==> src/rtl/sat_counter.sv <==
// sat_counter: W-bit up counter that sticks at all-ones; clr beats inc.
// Ports: clk, rst (async active-low), inc, clr (sync), count.
module sat_counter #(parameter int W = 8) (
    input  logic         clk,
    input  logic         rst,
    input  logic         inc,
    input  logic         clr,
    output logic [W-1:0] count
);
    always_ff @(posedge clk or negedge rst)
        if (!rst) count <= '0;
        else if (clr) count <= '0;
        else if (inc && !(&count)) count <= count + W'(1);
endmodule

==> config.mk <==
export PLATFORM = sky130hd
export DESIGN_NAME = sat_counter
export DESIGN_NICKNAME = d
export VERILOG_FILES = /design/src/rtl/sat_counter.sv
export SDC_FILE = /design/constraint.sdc
export NUM_CORES = 1
export LEC_CHECK = 0
export CORE_AREA = 3 3 40 42
export CTS_BUF_LIST = sky130_fd_sc_hd__clkbuf_8
export CTS_CLUSTER_SIZE = 40
export DETAILED_ROUTE_END_ITERATION = 7
export DIE_AREA = 0 0 43 45
export PLACE_DENSITY = 0.7
export SLEW_MARGIN = 25
export SYNTH_ARGS = -nofsm -noshare
export SYNTH_HDL_FRONTEND = slang
export SYNTH_SLANG_ARGS = --single-unit
==> constraint.sdc <==
create_clock -name clk -period 2.85 [get_ports clk]
set_clock_uncertainty 0.2 [all_clocks]
set_input_delay 0.855 -clock clk [delete_from_list [all_inputs] [get_ports clk]]
set_output_delay 0.855 -clock clk [all_outputs]
set_load 0.005 [all_outputs]
; ---- Yosys cells after proc, flatten, opt, wreduce, memory -nomap -nowiden
; Index checks and enable logic that the tools add are counted.
[classes]
n_addsub = 1
muxes = 2
n_reduce_logical = 4
[op_table]
columns = op, count
row1 = $mux W8, 2
row2 = $add A8 B1 Y8 const B, 1
row3 = $reduce_and A8 Y1, 1
row4 = $reduce_bool A2 Y1, 1
row5 = $logic_and A1 B1 Y1, 1
row6 = $logic_not A1 Y1, 1
[word_totals]
regBits = 8
input_bits = 4
out_inout_bits = 8
wordCells = 8

; ---- Longest topological paths before layout
; Gate-level depths: netlist of run 1.
[depth]
depth_word = 5
depth_mapped = 4
mapped_depth_nobuf = 4

; ---- Worst setup path before layout of run 1
; OpenSTA, ideal clock, no wires.
[synth_path]
kind = input to register
startpoint = input port inc
endpoint = register count[5]
arrival_time_ns = 1.531
setup_slack_ns = 0.994
path_stages = 3
cell_sequence = nand4_1 a211oi_2 mux2_4
[synth_between]
elab_chain_cells = 2
[synth_rtl]
columns = item, line
row1 = from (decl), 6  ; input logic inc,
row2 = $logic_and A1 B1 Y1, 13  ; else if (inc && !(&count)) count <= count + W'(1);
row3 = $reduce_bool A2 Y1 (no line), --
row4 = to (signal assigned), 13
row5 = to (decl), 8  ; output logic [W-1:0] count
; Every way passes these cells.
; A chain may end at the register's enable or synchronous reset.

; ---- Final worst setup path of run 1
[layout_path]
startpoint = register count[3]
endpoint = output port count[3]
; No word-level cell between the ends.

==> results of run 1 <==
## logic make-up (layout without fill, tap and decap cells)
logic type | count (synthesis) | after routing | synth area share
adders and majority gates | 1 | 1 | 0.0247
DFF | 8 | 8 | 0.396
buffers and inverters | 2 | 14 | 0.0297
muxes | 5 | 5 | 0.139
AOI/OAI and AO/OA | 10 | 10 | 0.166
and+or+nand+nor | 21 | 21 | 0.245
## power by group through the flow
stage	clock (mW)	combinational, mW	sequential, mW
floorplan	0	0.0113	0.122
global placement	0	0.0255	0.123
detailed placement	0	0.0260	0.122
CTS	0.139	0.0262	0.121
global route	0.147	0.0287	0.122
finish	0.137	0.0255	0.121
## through the flow
stage	cells	utilization	setup slack, ns	hold slack [ns]
floorplan	47	-	0.994	0.359
global placement	71	0.482	0.413	0.399
detailed placement	71	0.482	0.374	0.400
CTS	74	0.514	0.546	0.409
global route	74	0.514	0.494	0.434
finish	74	0.514	0.552	0.399
## layer usage
metal	track usage	up-vias
met5	0	-
met4	0.127	0
met3	0.0398	5
li1	-	200
met2	0.153	11
met1	0.160	191
## cell usage after synthesis (all sizes together)
master  number  area (sq um)
nor2         4          15.0
nand2        2          7.51
nor4bb       1          10.0
a21boi       2          18.8
ha           1          12.5
a211oi       2          20.0
nor2b        4          25.0
clkbuf       1          3.75
mux2i        1          10.0
mux2         4          60.1
a311oi       1          8.76
nand3        1          5.00
nor3         1          5.00
a21oi        4          27.5
dfrtp        8           200
and3         2          13.8
nand4        2          12.5
and4         2          17.5
a41oi        1          8.76
nand2b       2          12.5
buf          1          11.3
## worst min-delay path, stage by stage, from the launching register on
cell and delay (ns):
dfrtp_1 0.41, nand2b_1 0.08, mux2i_1 0.06
## final cells by class
class                   instances  share of cell area
multi-input cells              37               0.439
flip-flops and latches          8               0.303
repair buffers                 11               0.167
clock buffers                   3              0.0625
well taps                      15              0.0284
## path summary, 6_finish.rpt
path / end / slack [ns] / depth (start not counted)
max: count[3] / 0.55 / 1
min: count[1] / 0.40 / 2
max reg2reg: count[5] / 1.02 / 4
min reg2reg: count[1] / 0.40 / 2
max in group asynchronous: count[2] / 1.47 / 1
min in group asynchronous: count[6] / 0.70 / 1
==> reports/metrics.yaml, run 1 <==
status: "finished, final reports clean"
critical_path.endpoint_type: "primary output"
worstPathRequired_ns: 1.80
globalplace.congestion: 0.827
grt_max_degree: 14
die_area_sq_um: 1940
wl_per_cell_um: 13.4
relSlewSlack: 0.711
fmax_ghz: 0.435
final_cell_area_sq_um: 661
critPathLaunch: "count[3]"
total_power_mw: 0.284
critPathBufInv: 1
wl_met3_um: 39
top_register: "count"
ys_types: 25
power.leakage_nw: 0.266
post_cts_buffers: 0
tightest_slew_ns: 0.432
place_hpwl_um: 712
n_antenna_cell: 0
max_stage_delay_ns: 0.55
power_switching_mw: 0.0606
ys_seq_elements: 8
fillers: 121
hp-class: "reg2reg"
slew_viol_final: 0
top_layer_used: "met4"
cts.path.max_buffers: 2
most-common-layout-cells: "clkdlybuf4s50_1 (11), dfrtp_1 (8), nor2b_1 (4), nor2_1 (4), mux2_4 (4)"
clk_pin_slew_worst_paths_ns: 0.04
internal_power_mw: 0.223
wl_um: 990
setup_violations: 0
syn_nets: 52
gr-total-overflow: 0
vdd_drop_max_mv: 0.221
die_y_um: 45
cp_cell_sequence: "clkdlybuf4s50_1"
drive_above_1_share: 0.203
drc: 0
largest_register_ffs: 8
avgSynthCellArea_sq_um: 10.8
cp_max_fo: 8
cpLargestDelayFamily: "buffers and inverters"
mostFrequentLayoutCell: "clkdlybuf4s50_1"
drtPass1Iterations: 3
critPathArrivalTime_ns: 1.24
rsz0062_at_grt: "false"
vias: 407
floorplan.core_area_sq_um: 1280
multi_input_area_sq_um: 290
pwr-share-seq: 0.426
io_buffer_count: 11
fin_nets: 66
period_needed_ns: 2.30
rows: 13
seq_area_sq_um: 200
cp-start-kind: "register"
yosys_warnings: 0
power_frac_clock: 0.484
htree_levels: 1
combPwrFrac: 0.090
powerDensity_nw_per_um2: 430
period_share: 0.806
cts_root_buf: "clkbuf_8"
setup_tns_ns: 0
finalHoldViolations: 0
route.met2.wl_um: 406
cts.sinks: 8
grt_pass1_vias: 366
syn_inst: 47
ios: 12
vias_per_cell: 5.50
syn_to_final_growth_pct: 30.7
clk_latency_ns: 0.23
tritoncts: "done"
ant_nets: 0
path_class: "reg2out"
worstReg2RegStart: "count[0]"
chipWidth_um: 43
crit_slowest_cell: "clkdlybuf4s50_1"
holdBufCountCts: 0
cts_buffers: 3
cts-resized-gates: 0
start_util: 0.393
met1Wirelength_um: 501
min-delay-start: "count[1]"
grt_pass1_wl_um: 1670
ys_seq_area_frac: 0.396
switching_share: 0.214
first_iter_violations: 7
antenna_found_initial: 0
cap_violations: 0
grtUsageTotal: 0.123
netlist_area_sq_um: 505
reg_top3: "count x8"
placed_area_sq_um: 619
Note: power is estimated with default switching activity, not from simulation.
==> inputs of run 2 (changes only) <==
==> constraint.sdc (replaced) <==
create_clock -name clk -period 2.4 [get_ports clk]
set_clock_uncertainty 0.2 [all_clocks]
set_input_delay 0.72 -clock clk [delete_from_list [all_inputs] [get_ports clk]]
set_output_delay 0.72 -clock clk [all_outputs]
set_load 0.005 [all_outputs]
==> reports/metrics.yaml, run 2 (synthesized netlist as in run 1, its figures left out) <==
first_iter_violations: 3
cts_buffers: 3
mostFrequentLayoutCell: "clkdlybuf4s50_1"
hp-class: "reg2reg"
critical_path.endpoint_type: "primary output"
chipWidth_um: 43
critPathBufInv: 1
status: "finished, final reports clean"
cts.sinks: 8
drc: 0
globalplace.congestion: 0.659
fin_nets: 67
holdBufCountCts: 0
final_cell_area_sq_um: 668
worstPathRequired_ns: 1.48
cp_max_fo: 8
largest_register_ffs: 8
placed_area_sq_um: 627
finalHoldViolations: 0
cts_root_buf: "clkbuf_8"
path_class: "reg2out"
n_antenna_cell: 0
htree_levels: 1
grt_pass1_vias: 390
setup_tns_ns: 0
cts-resized-gates: 0
tritoncts: "done"
cts.path.max_buffers: 2
reg_top3: "count x8"
syn_to_final_growth_pct: 32.2
fmax_ghz: 0.459
place_hpwl_um: 774
period_needed_ns: 2.18
die_y_um: 45
grt_pass1_wl_um: 1840
drive_above_1_share: 0.217
relSlewSlack: 0.716
ant_nets: 0
slew_viol_final: 0
vdd_drop_max_mv: 0.294
cpLargestDelayFamily: "buffers and inverters"
crit_slowest_cell: "clkdlybuf4s50_1"
wl_um: 1140
setup_slack_ns: 0.219
grt_max_degree: 14
drtPass1Iterations: 2
cap_violations: 0
post_cts_buffers: 0
fillers: 137
floorplan.core_area_sq_um: 1280
powerDensity_nw_per_um2: 504
period_share: 0.909
wl_per_cell_um: 15.3
cp_cell_sequence: "clkdlybuf4s50_1"
tightest_slew_ns: 0.424
seq_area_sq_um: 200
multi_input_area_sq_um: 290
io_buffer_count: 11
rrSetupSlack_ns: 0.55
clk_pin_slew_worst_paths_ns: 0.04
grtUsageTotal: 0.133
rsz0062_at_grt: "false"
ios: 12
clk_latency_ns: 0.23
gr-total-overflow: 0
max_stage_delay_ns: 0.55
setup_violations: 0
most-common-layout-cells: "clkdlybuf4s50_1 (11), dfrtp_1 (8), nor2b_1 (4), nor2_1 (4), mux2_4 (4)"
top_register: "count"
vias_per_cell: 5.67
critPathArrivalTime_ns: 1.26
vias: 425
cp-start-kind: "register"
post-place-ws_ns: 0.147
rows: 13
start_util: 0.393
die_area_sq_um: 1940
power.leakage_nw: 0.271
antenna_found_initial: 0
[run 2: cell count changes in the layout (fill, tap and decap cells not counted)]
cell	delta
buf_4	+1
[run 2: final cells by class]
| cell class | count | area share |
|---|---|---|
| sequential | 8 | 0.300 |
| timing repair buffer | 12 | 0.176 |
| tap | 15 | 0.0281 |
| clock buffer | 3 | 0.0618 |
| multi-input combinational | 37 | 0.434 |
[run 2: final timing paths]
| path | from | cells past startpoint | to |
|---|---|---|---|
| worst max-delay path | count[3] | 1 | count[3] |
| worst min-delay path | count[1] | 2 | count[1] |
| worst max register to register | count[0] | 4 | count[5] |
| worst min register to register | count[1] | 2 | count[1] |
| max in group asynchronous | rst | 1 | count[7] |
| min in group asynchronous | rst | 1 | count[6] |
[run 2: report_power, final]
group	switching [mW]	internal, mW
combinational	0.0134	0.0186
sequential	0.00519	0.139
clock	0.0523	0.109
total	0.0709	0.266
[run 2: per-stage QoR]
step / cells / utilization / power [mW] / hold slack (ns)
2_1_floorplan: 47 / - / 0.158 / 0.224
3_3_place_gp: 72 / 0.488 / 0.177 / 0.397
3_5_place_dp: 72 / 0.488 / 0.178 / 0.407
4_1_cts: 75 / 0.520 / 0.342 / 0.416
5_1_grt: 75 / 0.520 / 0.354 / 0.437
6_report: 75 / 0.520 / 0.337 / 0.415
[run 2: metal layers]
metal,vias to the layer above,global-route usage,wire [um]
met5,-,0,0
met4,0,0.0904,20
met3,2,0.0239,44
met2,10,0.207,552
met1,210,0.170,526
li1,203,-,-
